===== src/rtl/huffman_pkg.sv =====
// Shared constants, state encoding and table-check helpers for the Huffman decode path.
package huffman_pkg;

  localparam int NSYM   = 6;
  localparam int CODE_W = 8;
  localparam int SYM_W  = 3;
  localparam int LEN_W  = 4;

  localparam logic [LEN_W-1:0] LEN_MAX = LEN_W'(CODE_W);

  typedef enum logic [1:0] {
    ST_IDLE = 2'd0,
    ST_RUN  = 2'd1,
    ST_ERR  = 2'd2
  } state_e;

  // A mask is usable when it is a nonzero run of ones starting at bit 0.
  function automatic logic mask_ok(input logic [CODE_W-1:0] m);
    logic [CODE_W-1:0] m_inc;
    m_inc = m + {{(CODE_W-1){1'b0}}, 1'b1};
    return (m != '0) && ((m & m_inc) == '0);
  endfunction

  function automatic logic [LEN_W-1:0] popcount(input logic [CODE_W-1:0] m);
    logic [LEN_W-1:0] n;
    n = '0;
    for (int i = 0; i < CODE_W; i++) begin
      n = n + {{(LEN_W-1){1'b0}}, m[i]};
    end
    return n;
  endfunction

endpackage


===== src/rtl/huff_match.sv =====
// Combinational code-word matcher: finds the lowest-index table entry whose
// length and masked code equal the current accumulator contents.
module huff_match
  import huffman_pkg::*;
(
  input  logic [CODE_W-1:0]            acc_i,
  input  logic [LEN_W-1:0]             cnt_i,
  input  logic [NSYM-1:0][CODE_W-1:0]  hc_i,
  input  logic [NSYM-1:0][CODE_W-1:0]  m_i,
  input  logic [NSYM-1:0][LEN_W-1:0]   len_tbl_i,
  output logic                         hit_o,
  output logic [SYM_W-1:0]             hit_sym_o
);

  // Scan from the highest index down so the lowest matching index is left last.
  always_comb begin
    hit_o     = 1'b0;
    hit_sym_o = '0;
    for (int i = NSYM - 1; i >= 0; i--) begin
      if ((cnt_i == len_tbl_i[i]) && ((acc_i & m_i[i]) == hc_i[i])) begin
        hit_o     = 1'b1;
        hit_sym_o = SYM_W'(i + 1);
      end
    end
  end

endmodule


===== src/rtl/huffman_decoder.sv =====
// Serial MSB-first Huffman decoder: loads and validates a 6-entry code table,
// then shifts stream bits into an accumulator and emits symbols 1..6.
//   state | meaning
//   IDLE  | no table loaded, waiting for tbl_load
//   RUN   | table valid, accepting bits and emitting symbols
//   ERR   | bad table or undecodable stream, waiting for a valid tbl_load
module huffman_decoder
  import huffman_pkg::*;
(
  input  logic                     clk,
  input  logic                     reset,
  input  logic                     tbl_load,
  input  logic [NSYM*CODE_W-1:0]   hc_tbl,
  input  logic [NSYM*CODE_W-1:0]   m_tbl,
  output logic                     tbl_ok,
  input  logic                     bit_in,
  input  logic                     bit_valid,
  output logic                     bit_ready,
  input  logic                     flush,
  output logic [SYM_W-1:0]         sym_out,
  output logic                     sym_valid,
  input  logic                     sym_ready,
  output logic                     dec_err
);

  state_e                       state_q, state_d;
  logic [NSYM-1:0][CODE_W-1:0]  hc_q, hc_d, m_q, m_d;
  logic [NSYM-1:0][LEN_W-1:0]   lt_q, lt_d;
  logic [CODE_W-1:0]            acc_q, acc_d, acc_nxt;
  logic [LEN_W-1:0]             len_q, len_d, len_nxt;
  logic [SYM_W-1:0]             sym_q, sym_d;
  logic                         sym_vld_q, sym_vld_d;
  logic [NSYM-1:0][CODE_W-1:0]  hc_in, m_in;
  logic                         tbl_valid, accept, hit;
  logic [SYM_W-1:0]             hit_sym;

  assign hc_in = hc_tbl;
  assign m_in  = m_tbl;

  always_comb begin
    tbl_valid = 1'b1;
    for (int i = 0; i < NSYM; i++) begin
      if (!mask_ok(m_in[i]) || ((hc_in[i] & ~m_in[i]) != '0)) tbl_valid = 1'b0;
    end
  end

  assign bit_ready = (state_q == ST_RUN) && !flush && (!sym_vld_q || sym_ready);
  assign accept    = bit_valid && bit_ready;
  assign acc_nxt   = {acc_q[CODE_W-2:0], bit_in};
  assign len_nxt   = (len_q == LEN_MAX) ? len_q : len_q + 1'b1;

  huff_match u_match (
    .acc_i     (acc_nxt),
    .cnt_i     (len_nxt),
    .hc_i      (hc_q),
    .m_i       (m_q),
    .len_tbl_i (lt_q),
    .hit_o     (hit),
    .hit_sym_o (hit_sym)
  );

  always_comb begin
    state_d   = state_q;
    hc_d      = hc_q;
    m_d       = m_q;
    lt_d      = lt_q;
    acc_d     = acc_q;
    len_d     = len_q;
    sym_d     = sym_q;
    sym_vld_d = sym_vld_q;
    unique case (state_q)
      ST_IDLE, ST_ERR: begin
        if (tbl_load) begin
          if (tbl_valid) begin
            hc_d      = hc_in;
            m_d       = m_in;
            for (int i = 0; i < NSYM; i++) lt_d[i] = popcount(m_in[i]);
            acc_d     = '0;
            len_d     = '0;
            sym_vld_d = 1'b0;
            state_d   = ST_RUN;
          end else begin
            state_d = ST_ERR;
          end
        end
      end
      ST_RUN: begin
        if (sym_vld_q && sym_ready) sym_vld_d = 1'b0;
        if (flush) begin
          acc_d = '0;
          len_d = '0;
        end else if (accept) begin
          if (hit) begin
            sym_vld_d = 1'b1;
            sym_d     = hit_sym;
            acc_d     = '0;
            len_d     = '0;
          end else if (len_nxt == LEN_MAX) begin
            // A full-width word with no match can never decode; stop here.
            state_d   = ST_ERR;
            sym_vld_d = 1'b0;
            acc_d     = '0;
            len_d     = '0;
          end else begin
            acc_d = acc_nxt;
            len_d = len_nxt;
          end
        end
      end
      default: state_d = ST_IDLE;
    endcase
  end

  always_ff @(posedge clk) begin
    if (!reset) begin
      state_q   <= ST_IDLE;
      hc_q      <= '0;
      m_q       <= '0;
      lt_q      <= '0;
      acc_q     <= '0;
      len_q     <= '0;
      sym_q     <= '0;
      sym_vld_q <= 1'b0;
    end else begin
      state_q   <= state_d;
      hc_q      <= hc_d;
      m_q       <= m_d;
      lt_q      <= lt_d;
      acc_q     <= acc_d;
      len_q     <= len_d;
      sym_q     <= sym_d;
      sym_vld_q <= sym_vld_d;
    end
  end

  assign tbl_ok    = (state_q == ST_RUN);
  assign dec_err   = (state_q == ST_ERR);
  assign sym_valid = sym_vld_q;
  assign sym_out   = sym_q;

endmodule

===== config.mk =====
export PLATFORM = sky130hd
export DESIGN_NAME = huffman_decoder
export DESIGN_NICKNAME = d
export VERILOG_FILES = /design/src/rtl/huffman_pkg.sv /design/src/rtl/huff_match.sv /design/src/rtl/huffman_decoder.sv
export SDC_FILE = /design/constraint.sdc
export NUM_CORES = 1
export LEC_CHECK = 0
export CAP_MARGIN = 20
export CORE_MARGIN = 10
export CORE_UTILIZATION = 57
export DETAILED_ROUTE_END_ITERATION = 7
export PLACE_DENSITY_LB_ADDON = 0.15
export SLEW_MARGIN = 15
export SYNTH_ARGS = -nofsm -noshare
export SYNTH_HDL_FRONTEND = slang
export SYNTH_SLANG_ARGS = --single-unit

===== constraint.sdc =====
create_clock -name clk -period 11.56 [get_ports clk]
set_clock_uncertainty 0.05 [all_clocks]
set_input_delay 3.468 -clock clk [delete_from_list [all_inputs] [get_ports clk]]
set_output_delay 3.468 -clock clk [all_outputs]
set_load 0.01 [all_outputs]

# == After elaboration in Yosys (flattened, before gate mapping) ==
# Index checks and enable logic that the tools add are counted.
# op_classes
n_addsub,49
n_eq_ne,23
muxes,48
bitwise,25
reduce_logical,57
# ops
op,count
$and 8x8->8,18
$add 4x1->4,24
$reduce_bool 8->1,12
$add 8x1->8 const B,6
$eq 8x8->1,6
$logic_not 8->1,6
$not 8->8,6
$mux 7,6
$mux 4,7
$add 3x1->4,6
$eq 4x4->1,6
$mux 1,19
$add 2x1->3,6
$mux 3,6
$logic_and 1x1->1,16
$pmux 7 s2,1
$add 1x1->2,6
$mux 2,6
$eq 4x4->1 const B,2
$logic_not 1->1,8
$ne 2x2->1 const B,4
$pmux 4 s2,1
$reduce_and 4->1,2
$logic_or 1x1->1,7
other kinds (13),15
# word_totals
regBits,137
inputBits,103
out_inout_bits,7

# == Depth between registers and ports, before layout ==
# Gate-level depths: netlist of the first run.
# depth
ltp_word,15
ltp_mapped,12
depth_no_buf,11

# == Cells and area by module ==
# From an unflattened synthesis of the first run, not the netlist that was laid out.
# unflattened
cells_unflattened,1018
area_unflattened_um2,7947.6
# modules_own_cells
mod,instances,cells_each,area_per_inst_um2
huffman_decoder,1,861,6872.8
huff_match,1,157,1074.8

# == Worst setup path before layout of the first run ==
# Ideal clock, no wire load.
# synth_path
path_type,input to output
from,input port flush
to,output port bit_ready
t_arrival_ps,3847
t_required_ps,8042
path_slack_ps,4195
stages,1
path_cell_list,nor3_1
# synth_between
elab_chain_cells,3
# synth_rtl
element,line_no,source
start: declaration,huffman_decoder.sv:19,"input logic flush,"
$logic_not 1->1,huffman_decoder.sv:47,assign bit_ready = (state_q == ST_RUN) && !flush && (!sym_vld_q || sym_ready);
$logic_and 1x1->1 (2 in series),huffman_decoder.sv:47,
end: declaration,huffman_decoder.sv:18,"output logic bit_ready,"
# Every way passes these cells.

# == Worst setup path after layout of the first run ==
# layout_path
from,input port sym_ready
to,output port bit_ready
# layout_between
elab_chain_cells,2
# layout_rtl
element,line_no,source
start: declaration,huffman_decoder.sv:22,"input logic sym_ready,"
$logic_or 1x1->1,huffman_decoder.sv:47,
$logic_and 1x1->1,huffman_decoder.sv:47,
# Every way passes these cells.

==> results.json, run 1 <==
{
  "grt_pass1_vias": 6526,
  "avgSynthCellArea_um2": 9.07,
  "cts_resized": 0,
  "ant_nets": 0,
  "synth_cell_type_count": 51,
  "period_minus_slack_ns": 8.33,
  "vias": 6642,
  "cp.arrival_ns": 4.81,
  "slew_viol_final": 0,
  "worstSetupPathType": "in2out",
  "drc_errors": 0,
  "viasPerCell": 5.66,
  "power_uw": 1160,
  "hold_class": "reg2reg",
  "fillCellCount": 1090,
  "fin_ws_ns": 3.23,
  "ys.flop_type": "dfxtp_1",
  "antenna_cells": 0,
  "cts_tree": "done",
  "synth_cells": 891,
  "pwr-share-comb": 0.150,
  "seqCellArea_mm2": 0.00274,
  "place_congestion": 1.01,
  "seq_power_share": 0.406,
  "path_max_fanout": 3,
  "antenna_found_initial": 0,
  "final_area_mm2": 0.00978,
  "p_sw_uw": 297,
  "io_pins": 110,
  "highest_layer": "met4",
  "p_leak_uw": 0.00379,
  "cts_sinks": 137,
  "tightest_slew_ns": 1.14,
  "tns_ns": 0,
  "power_density_mw_per_mm2": 119,
  "clock.fmax_mhz": 120,
  "synth_most_common_cell": "nor2_1",
  "die_w_um": 139,
  "h-tree-depth": 4,
  "p_int_uw": 866,
  "root_buffer": "clkbuf_16",
  "fin_crit_sh": 0.721,
  "final_hold_viol_count": 0,
  "path_clk_slew_ns": 0.06,
  "cap_violations": 0,
  "critPathRequiredTime_ns": 8.04,
  "cts_buffer_depth": 2,
  "synth_common_cells": "141 x nor2_1, 137 x dfxtp_1, 109 x mux2i_1",
  "grt_overflow_total": 0,
  "dp_slack_ns": 3.23,
  "syn-num-nets": 1056,
  "finish.net_count": 1146,
  "synth_top_area_cell": "dfxtp_1",
  "grt_start_max_net_pins": 118,
  "setup_viol": 0,
  "multi_input_area_mm2": 0.00478,
  "synth_seq_area_share": 0.339,
  "route.met3.wl_um": 1790,
  "synth_warnings": 0,
  "peakVddDrop_v": 0.000102,
  "rsz0062_at_grt": "false",
  "switching_share": 0.255,
  "synth_edf_count": 0,
  "max_slew_margin": 0.229,
  "synth_seq_cells": 137,
  "dp_hpwl_um": 17100,
  "netlist.area_leader.share": 0.339,
  "drive_above_1_share": 0.0392,
  "first_iter_violations": 530,
  "drt_pass1_iterations": 6,
  "rows": 43,
  "timing.hold.ws_ns": 0.419,
  "synthTopCellsByArea": "dfxtp_1 34%, mux2i_1 13%, nor2_1 6.5%",
  "endpoint_kind": "output pin",
  "die_area_mm2": 0.0193,
  "post_drt_wl_per_cell_um": 19.9,
  "netlist_area_mm2": 0.00809,
  "routed_wl_um": 23300,
  "wl_met2_um": 11000,
  "async_flop_share": 0,
  "die_h_um": 139,
  "cts_setup_buffers": 0,
  "hold_buffers": 0,
  "clock_latency_ns": 0.43,
  "core_area_mm2": 0.0139,
  "dpl_cell_area_mm2": 0.00922,
  "start_util": 0.582,
  "clockPowerShare": 0.444,
  "met1_length_um": 9850,
  "outcome": "finished, final reports clean",
  "numCtsBuffers": 17,
  "cp-start-kind": "primary input",
  "port-buffer-count": 109,
  "syn_to_final_growth_pct": 20.9,
  "grt_first_pass_wirelength_um": 36000,
  "grt_usage": 0.235
}
-- logic make-up (layout without fill, tap and decap cells) --
family	after synthesis	after routing	synth area share
AOI/OAI and AO/OA	97	97	0.0834
xor gates and xnor gates	63	63	0.0853
adders and majority gates	62	62	0.118
buffers and inverters	131	234	0.0701
DFF	137	137	0.339
muxes	109	109	0.135
and+or+nand+nor	292	292	0.169
-- layout make-up --
cell class | count | share of cell area
Multi-Input combinational cell | 623 | 0.489
Sequential cell | 137 | 0.281
Timing Repair Buffer | 114 | 0.117
Clock buffer | 24 | 0.0493
Inverter | 88 | 0.0340
Tap cell | 180 | 0.0230
Clock inverter | 8 | 0.00717
-- layout by cell type (no fill, tap or decap), drive strengths merged, types with 32 or more instances in the layout --
| cell type | synthesis | routed |
|---|---|---|
| nand2 | 43 | 43 |
| dfxtp | 137 | 137 |
| nor2 | 141 | 141 |
| inv | 88 | 88 |
| a21oi | 32 | 32 |
| xnor2 | 35 | 35 |
| ha | 38 | 38 |
| mux2i | 109 | 109 |
| clkdlybuf4s50 | 0 | 109 |
-- power groups by stage --
stage	logic, uW	registers, uW	clock network (uW)
after detailed placement	170	483	0
after global placement	167	483	0
after global routing	194	472	537
after CTS	174	473	519
final	175	473	516
after floorplan	91.1	483	0
-- worst paths after layout --
kind	endpoint	cells past startpoint	startpoint	slack (ns)
hold reg to reg	sym_out[0]$_SDFFE_PN0P_	2	sym_out[0]$_SDFFE_PN0P_	0.42
setup / recovery	bit_ready	4	sym_ready	3.23
hold / removal	sym_out[0]$_SDFFE_PN0P_	2	sym_out[0]$_SDFFE_PN0P_	0.42
setup reg to reg	acc_q[0]$_SDFFE_PN0P_	9	len_q[0]$_SDFFE_PN0P_	7.03
-- state kept, by name (all words and copies together) (netlist names) --
| signal | cells |
|---|---|
| hc_q | 48 |
| m_q | 48 |
| lt_q | 24 |
| acc_q | 7 |
| len_q | 4 |
| sym_out | 3 |
| state_q | 2 |
| sym_valid | 1 |
-- worst max-delay path, stage by stage --
cell,delay (ns)
clkdlybuf4s50_1,0.48
nor2b_1,0.05
nor3_1,0.22
clkdlybuf4s50_1,0.59
-- per-stage QoR --
step           cells  utilization
2_1_floorplan    891            -
3_3_place_gp    1142        0.665
3_5_place_dp    1142        0.665
4_1_cts         1174        0.704
5_1_grt         1174        0.704
6_report        1174        0.704
-- metal layers --
metal  vias to the layer above  GRT usage
met5                         -          0
met4                         0      0.102
met3                        47     0.0562
met2                       273      0.377
met1                      3138      0.294
li1                       3184          -
Power figures use the tool's default switching activity.
==> run 2, diff against run 1 <==
--- a/config.mk
+++ b/config.mk
@@ -7,7 +7,7 @@
 export LEC_CHECK = 0
 export CAP_MARGIN = 20
 export CORE_MARGIN = 10
-export CORE_UTILIZATION = 57
+export CORE_UTILIZATION = 56
 export DETAILED_ROUTE_END_ITERATION = 7
 export PLACE_DENSITY_LB_ADDON = 0.15
 export SLEW_MARGIN = 15
==> constraint.sdc (replaced) <==
create_clock -name clk -period 8 [get_ports clk]
set_clock_uncertainty 0.05 [all_clocks]
set_input_delay 2.4 -clock clk [delete_from_list [all_inputs] [get_ports clk]]
set_output_delay 2.4 -clock clk [all_outputs]
set_load 0.01 [all_outputs]
==> results.json, run 2 (same netlist as run 1, synthesis figures left out) <==
{
  "final_hold_viol_count": 0,
  "cts_resized": 0,
  "grt_start_max_net_pins": 75,
  "period_minus_slack_ns": 6.58,
  "vias": 6658,
  "drive_above_1_share": 0.0403,
  "critPathRequiredTime_ns": 8.23,
  "multi_input_area_mm2": 0.00478,
  "start_util": 0.578,
  "outcome": "finished, final reports clean",
  "ant_nets": 0,
  "max_slew_margin": 0.267,
  "cts_sinks": 137,
  "die_area_mm2": 0.0196,
  "biggestRegsByFlops": "hc_q x48, m_q x48, lt_q x24",
  "first_iter_violations": 598,
  "fin_crit_sh": 0.823,
  "endpoint_kind": "flip-flop",
  "hold_buffers": 0,
  "wl_met2_um": 11200,
  "rows": 43,
  "syn_to_final_growth_pct": 22.2,
  "cp.arrival_ns": 6.81,
  "path_clk_slew_ns": 0.06,
  "post_drt_wl_per_cell_um": 20.2,
  "cp-start-kind": "primary input",
  "core_area_mm2": 0.0140,
  "p_leak_uw": 0.00382,
  "routed_wl_um": 23600,
  "peakVddDrop_v": 0.000165,
  "grt_first_pass_wirelength_um": 37100,
  "path_max_fanout": 11,
  "clock_latency_ns": 0.43,
  "setup_viol": 0,
  "met1_length_um": 10200,
  "final_common_cell": "nor2_1",
  "cts_tree": "done",
  "die_h_um": 140,
  "h-tree-depth": 4,
  "die_w_um": 140,
  "cts_setup_buffers": 0,
  "dp_hpwl_um": 17500,
  "port-buffer-count": 109,
  "place_congestion": 0.938,
  "grt_pass1_vias": 6780,
  "grt_usage": 0.237,
  "dp_slack_ns": 1.08,
  "antenna_found_initial": 0,
  "cap_violations": 0,
  "antenna_cells": 0,
  "grt_overflow_total": 0,
  "power_density_mw_per_mm2": 182,
  "drc_errors": 0,
  "worstSetupPathType": "in2reg",
  "slew_viol_final": 0,
  "tns_ns": 0,
  "cts_buffer_depth": 2,
  "utilization": 0.706,
  "rsz0062_at_grt": "false",
  "drt_pass1_iterations": 6,
  "route.met3.wl_um": 1620,
  "fillCellCount": 1111,
  "io_pins": 110,
  "highest_layer": "met4",
  "timing.hold.ws_ns": 0.423,
  "final_cell_mix": "141 x nor2_1, 137 x dfxtp_1, 109 x mux2i_1, 109 x clkdlybuf4s50_1, 87 x inv_1",
  "hold_class": "reg2reg",
  "tightest_slew_ns": 1.08,
  "finish.net_count": 1145,
  "power_uw": 1800,
  "seqCellArea_mm2": 0.00274,
  "root_buffer": "clkbuf_16",
  "viasPerCell": 5.68,
  "clock.fmax_mhz": 152,
  "numCtsBuffers": 17,
  "fin_ws_ns": 1.42
}
## run 2: changes by cell type in the layout (fill, tap and decap cells not counted), sizes merged
cell	previous run	this run
bufinv	1	4
clkinv	5	2
buf	5	4
inv	88	89
clkbuf	24	23
## run 2: critical path, stage by stage
cell and delay [ns]:
clkdlybuf4s50_1 0.64, inv_1 0.11, ha_1 0.23, or4_1 0.51, a2111o_1 0.29, or4_1 0.49
or4_1 0.57, nor4_2 0.60, a2bb2oi_1 0.80, o32ai_1 0.16
## run 2: report_power, final
group	total, uW	internal [uW]	leakage (uW)	switching [uW]
Sequential	683	683	0.00110	0.236
Clock	866	557	0.000310	309
Combinational	253	120	0.00241	133
Total	1800	1360	0.00382	442
## run 2: worst paths after layout
path / start / endpoint / slack [ns] / cells past startpoint
setup / recovery: m_tbl[8] / acc_q[4]$_SDFFE_PN0P_ / 1.42 / 10
hold / removal: sym_out[0]$_SDFFE_PN0P_ / sym_out[0]$_SDFFE_PN0P_ / 0.42 / 2
setup reg to reg: len_q[0]$_SDFFE_PN0P_ / acc_q[4]$_SDFFE_PN0P_ / 3.66 / 9
hold reg to reg: sym_out[0]$_SDFFE_PN0P_ / sym_out[0]$_SDFFE_PN0P_ / 0.42 / 2
## run 2: per-layer routing
layer | track usage | up-vias
met5 | 0 | -
met4 | 0.0962 | 0
met3 | 0.0510 | 40
met2 | 0.375 | 250
met1 | 0.306 | 3194
li1 | - | 3174
## run 2: layout make-up
type | instances | area share
Multi-Input combinational cell | 623 | 0.484
Tap cell | 180 | 0.0228
Clock buffer | 23 | 0.0494
Timing Repair Buffer | 113 | 0.116
Sequential cell | 137 | 0.278
Inverter | 88 | 0.0337
Clock inverter | 9 | 0.0163
## run 2: through the flow
stage | std cells | cell area, um^2
2_1_floorplan | 891 | 8090
3_3_place_gp | 1141 | 9230
3_5_place_dp | 1141 | 9230
4_1_cts | 1173 | 9880
5_1_grt | 1173 | 9880
6_report | 1173 | 9880
